## src/rtl/fpu_fp16_to_int.sv

```systemverilog
// fp16 to signed integer converter: one-bit-per-cycle shifter, RNE rounding,
// saturation and special-operand handling behind a valid/ready handshake.
module fpu_fp16_to_int #(
    parameter int unsigned INT_W = 16
) (
    input  logic             clock,
    input  logic             reset_n,
    input  logic             in_valid,
    output logic             in_ready,
    input  logic [15:0]      fp_in,
    output logic             out_valid,
    input  logic             out_ready,
    output logic [INT_W-1:0] int_out,
    output logic [2:0]       opStatusFlags
);

    localparam int unsigned MAG_W = 17;
    localparam int unsigned N_W   = 5;
    localparam int unsigned EXP_W = 5;

    // Magnitude is the integer weight when e = 25, so 25 is the no-shift point.
    localparam logic [EXP_W-1:0] E_UNITY = EXP_W'(25);
    localparam logic [MAG_W-1:0] MAX_POS_MAG = MAG_W'((32'd1 << (INT_W - 1)) - 32'd1);
    localparam logic [MAG_W-1:0] MIN_NEG_MAG = MAG_W'(32'd1 << (INT_W - 1));
    localparam logic [INT_W-1:0] INT_MAX = {1'b0, {(INT_W-1){1'b1}}};
    localparam logic [INT_W-1:0] INT_MIN = {1'b1, {(INT_W-1){1'b0}}};

    typedef enum logic [1:0] {
        IDLE  = 2'd0,
        SHIFT = 2'd1,
        ROUND = 2'd2,
        DONE  = 2'd3
    } state_e;

    state_e             state_q, state_d;
    logic [MAG_W-1:0]   mag_q, mag_d;
    logic               g_q, g_d;
    logic               s_q, s_d;
    logic [N_W-1:0]     n_q, n_d;
    logic               left_q, left_d;
    logic               sign_q, sign_d;
    logic               nan_q, nan_d;
    logic               inf_q, inf_d;
    logic [INT_W-1:0]   int_out_q, int_out_d;
    logic [2:0]         flags_q, flags_d;
    logic               in_ready_q, in_ready_d;
    logic               out_valid_q, out_valid_d;

    logic [EXP_W-1:0]   exp_c;
    logic [9:0]         frac_c;
    logic [EXP_W-1:0]   e_c;
    logic [10:0]        sig_c;
    logic               left_c;
    logic [N_W-1:0]     n_c;
    logic               special_c;
    logic               zero_c;

    logic               inc_c;
    logic [MAG_W-1:0]   mag_r_c;
    logic [INT_W-1:0]   res_c;
    logic               of_c;

    // Operand decode: effective exponent, significand and shift distance.
    always_comb begin
        exp_c     = fp_in[14:10];
        frac_c    = fp_in[9:0];
        e_c       = (exp_c == '0) ? EXP_W'(1) : exp_c;
        sig_c     = {exp_c != '0, frac_c};
        left_c    = e_c > E_UNITY;
        n_c       = left_c ? N_W'(e_c - E_UNITY) : N_W'(E_UNITY - e_c);
        special_c = exp_c == '1;
        zero_c    = (exp_c == '0) && (frac_c == '0);
    end

    // Rounding and saturation of the shifted magnitude.
    always_comb begin
        inc_c   = g_q & (s_q | mag_q[0]);
        mag_r_c = mag_q + MAG_W'(inc_c);
        of_c    = 1'b0;
        res_c   = '0;
        if (nan_q) begin
            of_c  = 1'b1;
            res_c = '0;
        end else if (inf_q) begin
            of_c  = 1'b1;
            res_c = sign_q ? INT_MIN : INT_MAX;
        end else if (!sign_q && (mag_r_c > MAX_POS_MAG)) begin
            of_c  = 1'b1;
            res_c = INT_MAX;
        end else if (sign_q && (mag_r_c > MIN_NEG_MAG)) begin
            of_c  = 1'b1;
            res_c = INT_MIN;
        end else if (sign_q) begin
            res_c = ~mag_r_c[INT_W-1:0] + INT_W'(1);
        end else begin
            res_c = mag_r_c[INT_W-1:0];
        end
    end

    // Next-state and datapath updates.
    always_comb begin
        state_d   = state_q;
        mag_d     = mag_q;
        g_d       = g_q;
        s_d       = s_q;
        n_d       = n_q;
        left_d    = left_q;
        sign_d    = sign_q;
        nan_d     = nan_q;
        inf_d     = inf_q;
        int_out_d = int_out_q;
        flags_d   = flags_q;

        unique case (state_q)
            IDLE: begin
                if (in_valid) begin
                    sign_d = fp_in[15];
                    nan_d  = special_c && (frac_c != '0);
                    inf_d  = special_c && (frac_c == '0);
                    left_d = left_c;
                    g_d    = 1'b0;
                    s_d    = 1'b0;
                    if (special_c || zero_c) begin
                        mag_d   = '0;
                        n_d     = '0;
                        state_d = ROUND;
                    end else begin
                        mag_d   = MAG_W'(sig_c);
                        n_d     = n_c;
                        state_d = (n_c == '0) ? ROUND : SHIFT;
                    end
                end
            end
            SHIFT: begin
                if (left_q) begin
                    mag_d = mag_q << 1;
                end else begin
                    mag_d = mag_q >> 1;
                    g_d   = mag_q[0];
                    s_d   = s_q | g_q;
                end
                n_d = n_q - N_W'(1);
                if (n_q == N_W'(1)) begin
                    state_d = ROUND;
                end
            end
            ROUND: begin
                int_out_d = res_c;
                flags_d   = {of_c, 1'b0, of_c ? 1'b0 : (g_q | s_q)};
                state_d   = DONE;
            end
            DONE: begin
                if (out_ready) begin
                    state_d = IDLE;
                end
            end
            default: state_d = IDLE;
        endcase

        in_ready_d  = state_d == IDLE;
        out_valid_d = state_d == DONE;
    end

    // State and datapath registers.
    always_ff @(posedge clock or negedge reset_n) begin
        if (!reset_n) begin
            state_q     <= IDLE;
            mag_q       <= '0;
            g_q         <= 1'b0;
            s_q         <= 1'b0;
            n_q         <= '0;
            left_q      <= 1'b0;
            sign_q      <= 1'b0;
            nan_q       <= 1'b0;
            inf_q       <= 1'b0;
            int_out_q   <= '0;
            flags_q     <= '0;
            in_ready_q  <= 1'b1;
            out_valid_q <= 1'b0;
        end else begin
            state_q     <= state_d;
            mag_q       <= mag_d;
            g_q         <= g_d;
            s_q         <= s_d;
            n_q         <= n_d;
            left_q      <= left_d;
            sign_q      <= sign_d;
            nan_q       <= nan_d;
            inf_q       <= inf_d;
            int_out_q   <= int_out_d;
            flags_q     <= flags_d;
            in_ready_q  <= in_ready_d;
            out_valid_q <= out_valid_d;
        end
    end

    assign in_ready      = in_ready_q;
    assign out_valid     = out_valid_q;
    assign int_out       = int_out_q;
    assign opStatusFlags = flags_q;

endmodule

```

## config.mk

```make
export PLATFORM = sky130hd
export DESIGN_NAME = fpu_fp16_to_int
export DESIGN_NICKNAME = d
export VERILOG_FILES = /design/src/rtl/fpu_fp16_to_int.sv
export SDC_FILE = /design/constraint.sdc
export NUM_CORES = 1
export LEC_CHECK = 0
export ABC_AREA = 1
export BUFFER_PORTS_ARGS = -buffer_cell sky130_fd_sc_hd__buf_2
export CAP_MARGIN = 20
export CORE_ASPECT_RATIO = 1.25
export CORE_MARGIN = 4
export CORE_UTILIZATION = 45
export CTS_CLUSTER_SIZE = 25
export DETAILED_ROUTE_END_ITERATION = 16
export GPL_ROUTABILITY_DRIVEN = 0
export GPL_TIMING_DRIVEN = 0
export PLACE_DENSITY = 0.61
export RECOVER_POWER = 25
export SYNTH_ARGS = -nofsm -noshare
export SYNTH_HDL_FRONTEND = slang
export SYNTH_SLANG_ARGS = --single-unit
```

## constraint.sdc

```tcl
create_clock -name clock -period 6.9 [get_ports clock]
set_input_delay 0.345 -clock clock [delete_from_list [all_inputs] [get_ports clock]]
set_output_delay 0.345 -clock clock [all_outputs]
set_load 0.1 [all_outputs]
```

==> results of run 1 <==
[final timing paths]
kind                                to  slack (ns)  cells after the start
max in group asynchronous     mag_q[9]        4.67                      2
hold reg to reg            int_out[10]        0.48                      2
hold / removal                  sign_q        0.25                      3
setup / recovery           int_out[15]        4.08                     18
min in group asynchronous   int_out[9]        0.30                      1
setup reg to reg           int_out[15]        4.08                     18
[power by group through the flow]
stage | clock (mW) | combinational (mW) | sequential [mW]
global route | 0.197 | 1.60 | 0.565
finish | 0.177 | 1.42 | 0.543
global placement | 0 | 1.42 | 0.545
floorplan | 0 | 0.781 | 0.918
CTS | 0.184 | 1.44 | 0.542
detailed placement | 0 | 1.43 | 0.547
[placed cells by master (no fill, tap or decap), types with 3 or more instances in the layout]
cell	synthesis	layout
nor2_1	63	63
nand2_1	173	173
nand2_4	5	5
xor2_1	7	7
a31oi_1	6	6
clkbuf_8	0	5
nand4_1	13	13
o22ai_1	4	4
buf_4	3	3
clkbuf_1	9	12
clkinv_1	4	4
a22oi_1	8	8
inv_1	46	46
o21ai_1	6	6
buf_2	0	38
ha_1	11	11
o21ai_0	13	13
o221ai_1	6	6
dfrtp_1	49	49
nand3_2	4	4
xnor2_1	3	3
a32oi_1	3	3
nand2_2	15	15
nand3_1	27	27
nor2_4	9	9
a21oi_1	18	18
[registers in the layout, summed over array words and instances (netlist names), 2 cells and up]
name           count
opStatusFlags      2
state_q            2
mag_q             17
n_q                5
int_out           16
[routing by layer]
layer	vias up	GRT usage [%]	wire [um]	part of all wire, %
met3	10	2.77	294	3.3
li1	1830	-	-	-
met1	1587	24.3	3940	45
met5	-	0	0	0
met2	56	36.0	4490	51
met4	0	5.11	126	1.4
[worst max-delay path: cells and delay by family, from the launching register on]
family / cells / cell delay, ns
simple gates: 12 / 1.27
fa+ha+maj: 3 / 0.68
flops: 1 / 0.44
compound gates: 1 / 0.22
buf+inv: 2 / 0.13
[stage by stage]
| step | cells | hold slack, ns |
|---|---|---|
| global placement | 666 | 0.456 |
| CTS | 675 | 0.0479 |
| finish | 675 | 0.251 |
| floorplan | 532 | 0.0494 |
| detailed placement | 667 | 0.383 |
| global route | 675 | 0.253 |
[logic make-up after synthesis]
| logic type | synth area share (%) |
|---|---|
| and+or+nand+nor | 39.8 |
| AOI/OAI and AO/OA | 13.0 |
| DFF | 33.7 |
| buffers and inverters | 7.31 |
| adders and majority gates | 3.71 |
| other | 0.101 |
| xor gates and xnor gates | 2.36 |
[layout make-up]
| type | count | area [sq um] |
|---|---|---|
| fill | 830 | 3810 |
| multi-input combinational | 415 | 2190 |
| sequential | 50 | 1250 |
| timing repair buffer | 40 | 198 |
| clock inverter | 2 | 13.8 |
| inverter | 53 | 200 |
| buffer | 14 | 71.3 |
| tap | 95 | 119 |
| clock buffer | 6 | 72.6 |
==> results.cfg, run 1 <==
[pwr]
internal_power_mw = 0.876
pwr-share-seq_pct = 25.3
power_mw = 2.14
pwr-share-clk_pct = 8.3
p_comb_share_pct = 66.4
p_sw_mw = 1.27
powerDensity_mw_per_mm2 = 521
swShare_pct = 59.1
vdd_drop_max_mv = 0.290
leakage_nw = 2.10

[routing]
drtAntennaViolNets = 0
drtIter0Drc = 163
avgViaCountPerCell = 5.16
drt-wirelength-per-cell_um = 13.1
drt_pass1_iterations = 4
drc_errors = 0
routed_wl_um = 8860
route.vias.total = 3483

[finish]
antennaDiodeCount = 0
fin_area_sq_mm = 0.00412
drive_above_1_share_pct = 16.2
fin_nets = 610
final_core_util_pct = 51.9
area_delta_synth_final_pct = 10.8

[critical_path]
r2r_start = mag_q[0]
cp-start-kind = flip-flop
crit_chain = o21a_1 > ha_1 > ha_1 > inv_1 > ha_1 > inv_1 > nor2_1 > nand3_4 > nor2_4 > nand2_4 > nor2_8 > nand2_4 > nand2_4 > nand3_1 > nand2_1 > nand2_1 > nand2_1 > nand2_1
crit_slowest_cell = dfrtp_1
cp-end-kind = flip-flop
crit_arrival_ns = 3.03
critPathLaunch = mag_q[0]
critPathMaxFanout = 6
cp_common_cell = nand2_1
slowest_delay_ns = 0.44
worstSetupPathType = reg -> reg
critPathRequiredTime_ns = 7.11

[clocking]
clk-insertion-delay-late_ns = 0.31
cts_hold_buffers = 0
ctsResizeCount = 0
cts_tree = yes
clk_pin_slew_worst_paths_ns = 0.10
cts_buffers = 5
root_buffer = clkbuf_8
clk_path_buf_depth = 2
htreeDepth = 2
post_cts_buffers = 0
cts_sinks = 50

[sta]
setup_violations = 0
fin_skew_ns = 0.0102
setup_ws_ns = 4.08
hold_viol_final = 0
maxSlewViolCount = 0
period_share_pct = 40.8
setup-tns-final_ns = 0
grt_setup_unrepaired = no
max_slew_margin_pct = 4.10
worst_pin_slew_ns = 1.44
min_period_ns = 2.82
fmax_mhz = 355

[synth]
synth_ff_type = dfrtp_1
async_reset_ff_share_pct = 100
syn_area_sq_mm = 0.00371
netlist_top_cells_area = dfrtp_1, nand2_1, nor2_1, inv_1, ha_1
synthCells = 532
avgSynthCellArea_sq_um = 6.98
yosysUniqueCellTypes = 46
synthTopCellsByCount = nand2_1, nor2_1, dfrtp_1
synth_top_cell_by_area = dfrtp_1
ys_warn_count = 0
synth_edf_count = 0
ys_ff_latch = 50
yosysSeqAreaShare_pct = 33.7
yosys.cell_count.top_type = nand2_1
synth_top_area_share_pct = 33.0
syn_nets = 563

[floorplan]
io_pins = 41
rows = 36
die_w_um = 89.3
die_area_sq_mm = 0.00978
fp.dieH_um = 110
initial_utilization_pct = 46.8
core_region_area_sq_mm = 0.00793

[placed_design]
place_area_sq_mm = 0.00405
place_ws_ns = 4.08
dp_hpwl_um = 7130
io_buffer_count = 39

[worst_hold_path]
hold_path.startpoint = fp_in[15]
hp-class = in -> reg

[global_routing]
grt_pass1_wl_um = 15500
grt_max_degree = 27
first_global_vias = 3395
antenna_found_initial = 0
grt_remaining_overflow = 0
grtUsageTotal_pct = 19.9

[status]
outcome = completed

[flow_run]
cap_violations = 0
Note: power is estimated with default switching activity, not from simulation.
==> run 2, diff against run 1 <==
==> constraint.sdc (replaced) <==
create_clock -name clock -period 2.7 [get_ports clock]
set_input_delay 0.135 -clock clock [delete_from_list [all_inputs] [get_ports clock]]
set_output_delay 0.135 -clock clock [all_outputs]
set_load 0.1 [all_outputs]
==> run 2 against run 1 <==
Compared with the run above: worst hold slack lost 0.21 ns; global-route usage grew 0.14 points; register-to-register slack lost 3.9 ns; maximum frequency grew 12%; core utilization grew 1.8 points; routed wire length grew 1.6%; total power grew to 2.6 times the previous value; combinational power grew to 2.7 times the previous value; critical path type unchanged; highest routed layer unchanged.
==> results.cfg, run 2 (synthesized netlist as in run 1, its figures left out) <==
[floorplan]
initial_utilization_pct = 46.8
io_pins = 41
rows = 36
core_region_area_sq_mm = 0.00793
fp.dieH_um = 110
die_w_um = 89.3
die_area_sq_mm = 0.00978

[status]
outcome = completed

[critical_path]
cp-start-kind = flip-flop
worstSetupPathType = reg -> reg
r2r_end = int_out[15]
reg2reg_depth = 18
crit_arrival_ns = 2.72
crit_chain = o21a_1 > ha_2 > ha_4 > inv_1 > ha_1 > inv_1 > nor2_4 > nand3_4 > nor2_4 > nand2_4 > nor2_8 > nand2_4 > nand2_8 > nand3_2 > nand2_1 > nand2_1 > nand2_1 > nand2_1
critPathMaxFanout = 6
cp-end-kind = flip-flop
critical_path.top_delay_family = simple AND/OR/NAND/NOR gates
r2r_start = s_q
critPathRequiredTime_ns = 2.91
worst-path-buf-inv = 2
slowest_delay_ns = 0.39
cp_common_cell = nand2_1
crit_slowest_cell = dfrtp_1
critPathLaunch = s_q
regToRegSetupSlack_ns = 0.19

[finish]
largest-register = mag_q
final_core_util_pct = 53.7
antennaDiodeCount = 0
mostFrequentLayoutCell = nand2_1
area_delta_synth_final_pct = 14.7
multi_input_area_sq_mm = 0.00225
drive_above_1_share_pct = 19.2
final_cell_mix = nand2_1, nor2_1, dfrtp_1
largest_register_ffs = 17
fin_area_sq_mm = 0.00426
fin_nets = 619
seq_area_sq_mm = 0.00125
n_fill_cell = 825

[clocking]
clk-insertion-delay-late_ns = 0.31
cts_tree = yes
cts_buffers = 5
htreeDepth = 2
clk_pin_slew_worst_paths_ns = 0.10
cts_sinks = 50
clk_path_buf_depth = 2
root_buffer = clkbuf_8

[worst_hold_path]
hold_depth = 3
worstHoldEndpoint = sign_q
hold_path.startpoint = fp_in[15]
hp-class = in -> reg

[pwr]
powerDensity_mw_per_mm2 = 1320
leakage_nw = 2.16
power_mw = 5.64
vdd_drop_max_mv = 0.741

[routing]
drtAntennaViolNets = 0
met3_wirelength_um = 254
route.vias.total = 3524
top_layer_used = met4
wl_met2_um = 4530
routed_wl_um = 9000
drt-wirelength-per-cell_um = 13.2
drtIter0Drc = 157
wl_met1_um = 3990
drc_errors = 0
drt_pass1_iterations = 4
avgViaCountPerCell = 5.15

[sta]
fmax_mhz = 399
maxSlewViolCount = 0
setup_violations = 0
worst_pin_slew_ns = 1.32
hold_viol_final = 0
max_slew_margin_pct = 12.1
setup-tns-final_ns = 0
fin_skew_ns = 0.0102
min_period_ns = 2.51
grt_setup_unrepaired = yes
period_share_pct = 92.8

[placed_design]
dp_hpwl_um = 7130
place_area_sq_mm = 0.00405
io_buffer_count = 39

[global_routing]
grt_remaining_overflow = 0
grt_pass1_wl_um = 15600
antenna_found_initial = 0
grt_max_degree = 27
grtUsageTotal_pct = 20.0
first_global_vias = 3441

[flow_run]
cap_violations = 0
-- run 2: cell types whose count changed in the layout (fill, tap and decap cells not counted), sizes merged --
cell,previous run,this run
buf,43,51
dlygate4sd3,0,1
-- run 2: power breakdown --
group | internal (mW) | switching (mW)
sequential | 1.08 | 0.302
clock | 0.184 | 0.270
combinational | 1.07 | 2.73
total | 2.34 | 3.30
-- run 2: worst max-delay path by stage --
stage	to	slack, ns	cells past startpoint
4_1_cts	int_out[15]	0.08	18
3_5_place_dp	int_out[15]	-0.12	18
6_report	int_out[15]	0.19	18
2_1_floorplan	int_out[12]	0.19	18
5_1_grt	int_out[15]	-0.03	18
3_3_place_gp	int_out[15]	-0.1	18
-- run 2: final cells by class --
cell class | instances | share of cell area, %
clock buffers | 6 | 1.70
repair buffers | 49 | 6.32
clock inverters | 2 | 0.323
plain buffers | 14 | 1.85
flip-flops and latches | 50 | 29.4
inverters | 53 | 4.70
well taps | 95 | 2.79
multi-input cells | 415 | 52.9
-- run 2: stage by stage --
step | setup WS (ns) | hold WS [ns] | cells
floorplan | 0.186 | -0.161 | 532
global route | -0.0346 | 0.0422 | 684
detailed placement | -0.117 | 0.173 | 667
global placement | -0.0966 | 0.359 | 666
finish | 0.195 | 0.0459 | 684
CTS | 0.0778 | 0.0346 | 677
-- run 2: tightest hold or removal path, delay by kind of cell --
family	cells	cell delay, ns
buffers and inverters	1	0.08
AO/OA/AOI/OAI	1	0.06
AND/OR/NAND/NOR	1	0.04
-- run 2: timing repair --
action	CTS	global route
resized for setup	4	12
pin swaps	0	4
buffers inserted	1	7
setup endpoints to repair	16	14
hold endpoints to repair	24	0
hold buffers	1	0
-- run 2: metal layers --
layer	up-vias	GRT usage [%]
met4	0	6.28
met3	16	2.77
met1	1604	24.4
met2	54	35.8
met5	-	0
li1	1850	-
